### config.mk
export PLATFORM = sky130hd
export DESIGN_NAME = evtbld_reset_sequencer
export DESIGN_NICKNAME = d
export VERILOG_FILES = /design/src/rtl/evtbld_reset_sequencer_pkg.sv /design/src/rtl/evtbld_seq_timer.sv /design/src/rtl/evtbld_reset_sequencer.sv
export SDC_FILE = /design/constraint.sdc
export NUM_CORES = 1
export LEC_CHECK = 0
export CORE_MARGIN = 2
export CORE_UTILIZATION = 54
export DETAILED_ROUTE_END_ITERATION = 6
export GPL_TIMING_DRIVEN = 0
export PLACE_DENSITY = 0.76
export SYNTH_ARGS = -nofsm -noshare
export SYNTH_HDL_FRONTEND = slang
export SYNTH_SLANG_ARGS = --single-unit
### constraint.sdc
create_clock -name clock -period 2.7 [get_ports clock]
set_input_delay 0.54 -clock clock [delete_from_list [all_inputs] [get_ports clock]]
set_output_delay 0.54 -clock clock [all_outputs]
set_load 0.1 [all_outputs]
### src/rtl/evtbld_reset_sequencer_pkg.sv
// Shared event-builder definitions: reset-sequencer state encoding and
// last-source codes reported on lastSrc.
package evtbld_reset_sequencer_pkg;

    typedef enum logic [1:0] {
        ST_IDLE   = 2'd0,
        ST_DRAIN  = 2'd1,
        ST_ASSERT = 2'd2,
        ST_HOLD   = 2'd3
    } seq_state_e;

    localparam logic [1:0] SRC_POWERON = 2'b00;
    localparam logic [1:0] SRC_BUTTON  = 2'b01;
    localparam logic [1:0] SRC_COMMAND = 2'b10;

endpackage

### src/rtl/evtbld_seq_timer.sv
// Loadable down-counter shared by all reset-sequence phases; load wins over
// decrement, and the zero flag reflects the current count.
module evtbld_seq_timer
    import evtbld_reset_sequencer_pkg::*;
#(
    parameter int unsigned      TMR_W     = 12,
    parameter logic [TMR_W-1:0] RESET_VAL = '0
) (
    input  logic             i_clk,
    input  logic             i_rst_n,
    input  logic             i_load,
    input  logic [TMR_W-1:0] i_load_val,
    input  logic             i_dec,
    output logic             o_zero
);

    logic [TMR_W-1:0] r_count;

    always_ff @(posedge i_clk or negedge i_rst_n) begin
        if (!i_rst_n) begin
            r_count <= RESET_VAL;
        end else if (i_load) begin
            r_count <= i_load_val;
        end else if (i_dec) begin
            r_count <= r_count - TMR_W'(1);
        end
    end

    assign o_zero = (r_count == '0);

endmodule

### src/rtl/evtbld_reset_sequencer.sv
// Event-builder reset sequencer: arbitrates button/host requests and runs
// one DRAIN -> ASSERT -> HOLD sequence at a time from a shared down-timer.
module evtbld_reset_sequencer
    import evtbld_reset_sequencer_pkg::*;
#(
    parameter int unsigned RST_CYCLES    = 16,
    parameter int unsigned DRAIN_TIMEOUT = 1024,
    parameter int unsigned HOLDOFF       = 256,
    parameter int unsigned TMR_W         = 12
) (
    input  logic       clock,
    input  logic       reset,
    input  logic       btnPulse,
    input  logic       cmdReq,
    output logic       cmdAck,
    input  logic       evtBusy,
    output logic       haltTrig,
    output logic       rstOut,
    output logic       drainTimeout,
    output logic [1:0] lastSrc,
    output logic [7:0] rstCount,
    output logic       idle
);

    localparam logic [TMR_W-1:0] LD_RST   = TMR_W'(RST_CYCLES - 1);
    localparam logic [TMR_W-1:0] LD_DRAIN = TMR_W'(DRAIN_TIMEOUT - 1);
    localparam logic [TMR_W-1:0] LD_HOLD  = TMR_W'(HOLDOFF - 1);

    seq_state_e       r_state;
    seq_state_e       w_next;
    logic             w_load;
    logic [TMR_W-1:0] w_load_val;
    logic             w_dec;
    logic             w_zero;
    logic             w_ack_nxt;
    logic             w_to_nxt;
    logic [1:0]       w_src_nxt;
    logic [7:0]       w_cnt_nxt;

    logic             r_cmdAck;
    logic             r_haltTrig;
    logic             r_rstOut;
    logic             r_drainTimeout;
    logic [1:0]       r_lastSrc;
    logic [7:0]       r_rstCount;
    logic             r_idle;

    evtbld_seq_timer #(
        .TMR_W     (TMR_W),
        .RESET_VAL (LD_RST)
    ) u_timer (
        .i_clk      (clock),
        .i_rst_n    (reset),
        .i_load     (w_load),
        .i_load_val (w_load_val),
        .i_dec      (w_dec),
        .o_zero     (w_zero)
    );

    always_ff @(posedge clock or negedge reset) begin
        if (!reset) begin
            r_state <= ST_ASSERT;
        end else begin
            r_state <= w_next;
        end
    end

    always_comb begin
        w_next     = r_state;
        w_load     = 1'b0;
        w_load_val = '0;
        w_dec      = 1'b0;
        w_ack_nxt  = 1'b0;
        w_to_nxt   = r_drainTimeout;
        w_src_nxt  = r_lastSrc;
        w_cnt_nxt  = r_rstCount;
        case (r_state)
            ST_IDLE: begin
                if (btnPulse || cmdReq) begin
                    w_next     = ST_DRAIN;
                    w_load     = 1'b1;
                    w_load_val = LD_DRAIN;
                    w_src_nxt  = btnPulse ? SRC_BUTTON : SRC_COMMAND;
                end
            end
            ST_DRAIN: begin
                // A pending command is acknowledged on ASSERT entry regardless
                // of which requester started the sequence.
                if (!evtBusy || w_zero) begin
                    w_next     = ST_ASSERT;
                    w_load     = 1'b1;
                    w_load_val = LD_RST;
                    w_to_nxt   = evtBusy;
                    w_ack_nxt  = cmdReq;
                end else begin
                    w_dec = 1'b1;
                end
            end
            ST_ASSERT: begin
                if (w_zero) begin
                    w_next     = ST_HOLD;
                    w_load     = 1'b1;
                    w_load_val = LD_HOLD;
                end else begin
                    w_dec = 1'b1;
                end
            end
            ST_HOLD: begin
                if (w_zero) begin
                    w_next    = ST_IDLE;
                    w_cnt_nxt = r_rstCount + 8'd1;
                end else begin
                    w_dec = 1'b1;
                end
            end
            default: w_next = ST_ASSERT;
        endcase
    end

    // Outputs are registered from the next state so they never glitch.
    always_ff @(posedge clock or negedge reset) begin
        if (!reset) begin
            r_cmdAck       <= 1'b0;
            r_haltTrig     <= 1'b1;
            r_rstOut       <= 1'b1;
            r_drainTimeout <= 1'b0;
            r_lastSrc      <= SRC_POWERON;
            r_rstCount     <= '0;
            r_idle         <= 1'b0;
        end else begin
            r_cmdAck       <= w_ack_nxt;
            r_haltTrig     <= (w_next != ST_IDLE);
            r_rstOut       <= (w_next == ST_ASSERT);
            r_drainTimeout <= w_to_nxt;
            r_lastSrc      <= w_src_nxt;
            r_rstCount     <= w_cnt_nxt;
            r_idle         <= (w_next == ST_IDLE);
        end
    end

    assign cmdAck       = r_cmdAck;
    assign haltTrig     = r_haltTrig;
    assign rstOut       = r_rstOut;
    assign drainTimeout = r_drainTimeout;
    assign lastSrc      = r_lastSrc;
    assign rstCount     = r_rstCount;
    assign idle         = r_idle;

endmodule
# Yosys cells after proc, flatten, opt, wreduce, memory -nomap -nowiden
# Cells that the tools add are included.
[totals]
reg_bits = 29
latch_bits = 0
ramBits = 0
rom_bits = 0
memories = 0
[op_classes]
addsub = 2
n_mul = 0
n_div = 0
magnitude_cmp = 0
n_eq_ne = 4
n_shift = 0
mux = 21
bitwise_logic = 0
reduce_logical = 12
[ops]
columns = ["cell", "n"]
rows = [
  ["$pmux W10 S3", 1],
  ["$mux W12", 2],
  ["$logic_not A12 Y1", 1],
  ["$sub A12 B1 Y12 const B", 1],
  ["$mux W10", 1],
  ["$mux W2", 5],
  ["$add A8 B1 Y8 const B", 1],
  ["$mux W8", 1],
  ["$pmux W2 S4", 1],
  ["$mux W1", 7],
  ["$eq A2 B2 Y1 const B", 3],
  ["$reduce_and A2 Y1", 3],
  ["$logic_not A2 Y1", 2],
  ["$mux W4", 1],
  ["$reduce_bool A2 Y1", 2],
  ["$pmux W1 S3", 1],
  ["$eq A2 B1 Y1 const B", 1],
  ["$logic_or A1 B1 Y1", 2],
  ["$pmux W1 S2", 1],
  ["$reduce_or A2 Y1", 1],
  ["$logic_not A1 Y1", 1],
]

# Logic depth before layout (Yosys ltp)
# Gate-level depths: netlist of the first run.
[depth]
depth_word = 6
depth_mapped = 8

# Cells and area by module
# From an unflattened synthesis of the first run, not the netlist that was laid out.
[unflattened]
cells_unflattened = 152
hier_area_um2 = 1505.2
[modules_own_cells]
columns = ["mod", "n_inst", "cells_each", "area_each_um2", "seq_area_each_um2"]
rows = [
  ["evtbld_reset_sequencer", 1, 72, 760.7, 429.2],
  ["evtbld_seq_timer", 1, 80, 744.5, 305.3],
]

# Worst setup path after synthesis of the first run
# Ideal clock, no wire load.
[synth_timing]
kind = "register -> register"
start = "register u_timer.r_count[0]"
end = "register u_timer.r_count[10]"
setup_time_ns = 0.077
t_arrival_ns = 2.197
required_time_ns = 2.623
path_slack_ns = 0.425
path_stages_with_launch = 8
n_path_buf = 1
period_less_slack_ns = 2.275
cell_sequence = "dfstp_2 -> inv_1 -> ha_1 -> or4b_1 -> buf_2 -> or4_4 -> or4_1 -> a21oi_1"
[synth_between]
elab_chain_len = 5
elab_cells_between_ends = 12
[synth_rtl]
columns = ["item", "line_no", "source"]
rows = [
  ["start, declared", "evtbld_seq_timer.sv:17", "logic [TMR_W-1:0] r_count;"],
  ["start signal, assigned", "evtbld_seq_timer.sv:23", "r_count <= i_load_val;"],
  ["start signal, assigned", "evtbld_seq_timer.sv:25", "r_count <= r_count - TMR_W'(1);"],
  ["branches (longest 5 deep; another with $sub A12 B1 Y12)", "--", ""],
]
# Several ways; the timed one is not identified. The select of a mux whose other input is x is not followed.
# A chain may end at the register's enable or synchronous reset.

# Worst setup path in the final report of the first run
[layout_timing]
start = "register r_rstOut, in the netlist rstOut"
end = "output port rstOut"
[layout_lines]
columns = ["item", "line_no", "source"]
rows = [
  ["start, declared", "evtbld_reset_sequencer.sv:42", "logic r_rstOut;"],
  ["start signal, assigned", "evtbld_reset_sequencer.sv:133", "r_rstOut <= (w_next == ST_ASSERT);"],
  ["end, declared", "evtbld_reset_sequencer.sv:18", "output logic rstOut,"],
]
# No word-level cell between the ends.

==> results of run 1 <==
cell usage in the layout (no fill, tap or decap), types with 2 or more instances in the layout:
master,n
o31ai_1,3
or4_1,9
nand2_1,16
clkdlybuf4s50_1,18
a22oi_1,3
o21ai_0,6
o211ai_1,6
clkbuf_4,5
nor4_1,3
buf_2,2
clkbuf_1,4
nor3_1,4
dfstp_2,7
nand4_1,4
ha_1,2
a31oi_1,4
xnor2_1,6
nor2_1,5
inv_1,9
xor2_1,4
a21oi_1,12
clkinv_2,2
and3_1,5
a21o_1,2
nand3_1,5
or3_1,4
dfrtp_1,22
layout make-up:
cell class / instances / share of cell area (%)
inverter: 9 / 1.870
clock inverter: 3 / 0.9695
buffer: 7 / 1.731
sequential: 29 / 40.65
multi-input combinational: 115 / 40.30
clock buffer: 5 / 2.078
tap: 31 / 2.147
timing repair buffer: 19 / 10.25
layer usage:
metal | vias to the layer above | GRT usage, % | share of wire [%]
li1 | 648 | - | -
met1 | 671 | 29.59 | 41
met2 | 46 | 37.60 | 51
met3 | 11 | 4.308 | 5.5
met4 | 0 | 12.29 | 2.5
met5 | - | 0 | 0
worst min-delay path by stage:
stage           startpoint           to  cells past startpoint
2_1_floorplan        reset       cmdAck                      0
3_3_place_gp   rstCount[7]  rstCount[7]                      1
3_5_place_dp    lastSrc[0]   lastSrc[0]                      2
4_1_cts         lastSrc[0]   lastSrc[0]                      2
5_1_grt              reset  rstCount[5]                      1
6_report             reset  rstCount[5]                      1
state kept, by name (all words and copies together), names as in the netlist:
signal,cells
idle,1
r_state,2
drainTimeout,1
lastSrc,2
haltTrig,1
rstCount,8
cmdAck,1
rstOut,1
u_timer.r_count,12
stage by stage:
| stage | utilization, % | instances | total power [mW] | cell area, sq um |
|---|---|---|---|---|
| floorplan | - | 160 | 1.082 | 1528 |
| global placement | 64.82 | 210 | 1.202 | 1757 |
| detailed placement | 64.82 | 210 | 1.231 | 1757 |
| CTS | 66.85 | 218 | 1.490 | 1812 |
| global route | 66.67 | 218 | 1.587 | 1807 |
| finish | 66.67 | 218 | 1.489 | 1807 |
kinds of logic after synthesis:
| family | synth area share [%] |
|---|---|
| adders and majority gates | 1.638 |
| xor gates and xnor gates | 5.733 |
| DFF | 48.08 |
| and+or+nand+nor | 24.16 |
| buffers and inverters | 4.258 |
| AOI/OAI and AO/OA | 16.13 |
report_power, final:
part           switching, mW  internal (mW)  leakage [nW]  total (mW)
combinational          0.361          0.180         0.407       0.541
clock                  0.161         0.0980        0.0310       0.258
sequential             0.124          0.565         0.361       0.689
==> metrics, run 1 <==
reg-to-reg endpoint rstCount[5]; FILL cells 243; unrepaired setup endpoints after global routing false; clock sinks 29; antenna-violating nets left 0; maximum clock frequency 398.7 MHz; hold crit path type in -> async; Slew headroom 35.33%; Pleak 0.7995 nW; critical path arrival 1.97 ns; crit path from rstOut; top cells by count, synth dfrtp_1 (22), nand2_1 (16), a21oi_1 (12), inv_1 (9), or4_1 (9); root buf cell clkbuf_4; crit path capture rstOut; largest net degree at the start of global routing 30; Seq cells post-synth 29; CP Launch Type flop; Setup CP Type reg -> out; R2R cell count 8; H-tree depth 2; count of synthesis-stage warnings from yosys 0; Mapped Cells 160; syn_nets 167; Power Density 823.9 nW/um^2; Detailed Place HPWL 2.502 mm; number of synthesized flops with an enable pin 0; worst reg2reg setup slack 0.20 ns; CP Depth 1; setup ws final 0.1918 ns; Post-Route Skew 0.009462 ns; peak supply drop 0.0007012 V; CP Buf/Inv Count 1; via count 1376; post-synthesis sequential area ratio 48.08%; gr usage total 23.21%; CTS tree yes; die height 57.19 um; max incr delay on CP 1.12 ns; Final Slew Violations 0; most frequent cell after synthesis dfrtp_1; Total Nets Final 193; port bufs 19; crit share post-route 92.90%; starting density of the core 56.37%; num rows 19; clock slew at reported path FFs 0.10 ns; grt total ovfl 0; wirelength, routed 3.473 mm; initial drt markers 64; Routed WL per cell 15.93 um; die area 3271 sq um; routability congestion estimate 0.8956; Num CTS Buffers 5; first-pass GRT wire length 5.865 mm; worst flop-to-flop path startpoint u_timer.r_count[1]; fraction of registers with async set/reset 100.0%; # resized after CTS 0; crit path max-delay cell type clkdlybuf4s50_1; # IOs 20; setup TNS 0 ns; post-layout min period 2.508 ns; Pre-Repair DR Iteration Count 4; Final Setup Violations 0; Crit path required time 2.16 ns; ant diodes 0; Synth Flop Type dfrtp_1; vias in the first global route 1304; status finished, final reports clean; P&R area growth vs syn 18.26%; Top delay family on crit path buffers and inverters; core box area 2710 sq um; Area contributors post-synth dfrtp_1 (36%), dfstp_2 (12%), or4_1 (4.4%); initial antenna violation count 0; Hold Vio Cnt, Final 0; Avg Cell Area, Syn 9.548 sq um; multi-input logic area 728.2 sq um; clk buf depth 2; postcts setup bufs 0; clk_lat worst skew 0.33 ns; hold_ws 0.2224 ns; pre-CTS setup slack 0.2378 ns; CP Max Fanout 1; layout cells sized above 1 11.23%; overall die width 57.19 um; DRC viols 0; Synth area leader dfrtp_1; crit-path cells clkdlybuf4s50_1; transition time of the tightest slew-check pin 0.9671 ns; Yosys cell types 38; post-synth top area share 36.04%; Crit. End Element output pin; via/cell ratio 6.312; register area 734.5 sq um; area of the mapped netlist 1528 sq um; cts hold-fix bufs 0; Max Cap Violations 0
Note: power is estimated with default switching activity, not from simulation.
==> run 2, diff against run 1 <==
--- a/config.mk
+++ b/config.mk
@@ -5,11 +5,13 @@
 export SDC_FILE = /design/constraint.sdc
 export NUM_CORES = 1
 export LEC_CHECK = 0
+export CELL_PAD_IN_SITES_DETAIL_PLACEMENT = 1
+export CELL_PAD_IN_SITES_GLOBAL_PLACEMENT = 1
 export CORE_MARGIN = 2
-export CORE_UTILIZATION = 54
+export CORE_UTILIZATION = 41
 export DETAILED_ROUTE_END_ITERATION = 6
 export GPL_TIMING_DRIVEN = 0
-export PLACE_DENSITY = 0.76
+export PLACE_DENSITY = 0.75
 export SYNTH_ARGS = -nofsm -noshare
 export SYNTH_HDL_FRONTEND = slang
 export SYNTH_SLANG_ARGS = --single-unit
==> run 2 against run 1 <==
Net effect:
- design area increased by 4.0%
- largest cell class unchanged
- global-route usage decreased by 2.6 points
- hold slack improved by 0.063 ns
- largest power group unchanged
- utilization decreased by 15 points
- sequential share of layout area decreased by 1.6 points
- highest routed layer unchanged
==> metrics, run 2 (synthesis results as in run 1) <==
status finished, final reports clean; clock slew at reported path FFs 0.06 ns; grt total ovfl 0; root buf cell clkbuf_8; num rows 22; clk buf depth 2; clk_lat worst skew 0.28 ns; die area 4230 sq um; Slew headroom 34.96%; CTS tree yes; DRC viols 0; Pleak 0.8229 nW; largest net degree at the start of global routing 30; max FFs per register 12; Post-Route Skew 0.004164 ns; H-tree depth 2; CP Launch Type flop; FILL cells 423; vias in the first global route 1359; via count 1367; ant diodes 0; crit-path cells clkdlybuf4s50_1; critical path arrival 1.92 ns; Top delay family on crit path buffers and inverters; worst reg2reg setup slack 0.25 ns; hold_ws 0.2858 ns; layout cells sized above 1 11.76%; starting density of the core 42.05%; maximum clock frequency 405.8 MHz; Crit path required time 2.16 ns; Num CTS Buffers 5; Routed WL per cell 16.45 um; Pre-Repair DR Iteration Count 4; antenna-violating nets left 0; die height 65.04 um; clock sinks 29; reg-to-reg endpoint rstCount[5]; Final Slew Violations 0; crit share post-route 91.27%; worst flop-to-flop path startpoint u_timer.r_count[1]; # IOs 20; unrepaired setup endpoints after global routing false; initial antenna violation count 0; P&R area growth vs syn 23.01%; Setup CP Type reg -> out; max incr delay on CP 1.13 ns; transition time of the tightest slew-check pin 0.9725 ns; gr usage total 20.63%; crit path max-delay cell type clkdlybuf4s50_1; Hold Vio Cnt, Final 0; overall die width 65.04 um; hold crit path type in -> async; Final Setup Violations 0; most frequent cells in the layout dfrtp_1 (22), clkdlybuf4s50_1 (18), nand2_1 (16), a21oi_1 (12); Max Cap Violations 0; largest reg by FF count u_timer.r_count; peak supply drop 0.0004372 V; Power Density 875.4 nW/um^2; Detailed Place HPWL 2.763 mm; first-pass GRT wire length 6.561 mm; CP Buf/Inv Count 1; via/cell ratio 5.817; postcts setup bufs 0; routability congestion estimate 0.8039; post-layout min period 2.464 ns; Crit. End Element output pin; initial drt markers 32; core box area 3633 sq um; Total Nets Final 193; setup TNS 0 ns; wirelength, routed 3.865 mm; most common cell after layout, fill and taps aside dfrtp_1; crit path from haltTrig; port bufs 19; CP Max Fanout 1; R2R cell count 8
[run 2: changes by cell type in the layout (fill, tap and decap cells not counted)]
cell and change:
clkbuf_8 +7, clkbuf_4 -5, nor3_2 +1, clkinv_2 -1
nor3_1 -1, clkinvlp_4 -1
[run 2: what timing repair did]
item,4_1_cts,5_1_grt
hold buffers,0,0
resized for setup,0,1
endpoints found under the setup margin,0,1
[run 2: report_power, final]
| group | total, mW | leakage (nW) | internal, mW | switching, mW |
|---|---|---|---|---|
| registers | 0.693 | 0.361 | 0.566 | 0.127 |
| clock network | 0.397 | 0.0542 | 0.230 | 0.167 |
| logic | 0.555 | 0.407 | 0.181 | 0.374 |
| total | 1.65 | 0.823 | 0.977 | 0.668 |
[run 2: how the worst max path moves through the flow]
stage	endpoint	slack, ns	cells past startpoint
after floorplan	u_timer.r_count[10]	0.43	7
after global placement	u_timer.r_count[7]	0.26	7
after detailed placement	u_timer.r_count[5]	0.22	7
after CTS	u_timer.r_count[5]	0.21	7
after global routing	rstCount[5]	0.1	8
final	haltTrig	0.24	1
[run 2: through the flow]
| stage | util (%) | cells | cell area [sq um] | worst slack [ns] | total power [mW] |
|---|---|---|---|---|---|
| 3_5_place_dp | 48.93 | 227 | 1778 | 0.2192 | 1.246 |
| 2_1_floorplan | - | 160 | 1528 | 0.4253 | 1.082 |
| 5_1_grt | 51.72 | 235 | 1879 | 0.09838 | 1.754 |
| 4_1_cts | 51.72 | 235 | 1879 | 0.2057 | 1.654 |
| 3_3_place_gp | 48.93 | 227 | 1778 | 0.2630 | 1.206 |
| 6_report | 51.72 | 235 | 1879 | 0.2358 | 1.645 |
[run 2: area by class of cell]
type	instances	area, sq um	share of cell area, %
sequential	29	734.5	39.08
multi-input combinational	115	733.2	39.01
timing repair buffer	19	185.2	9.854
clock buffer	7	96.34	5.127
tap	48	60.06	3.196
inverter	9	33.78	1.798
buffer	7	31.28	1.664
clock inverter	1	5.005	0.2663
[run 2: per-layer routing]
metal	vias to the layer above	track usage (%)	part of all wire, %
li1	645	-	-
met1	692	25.39	45
met2	24	34.41	50
met3	6	5.729	3.1
met4	0	7.813	1.8
met5	-	0	0
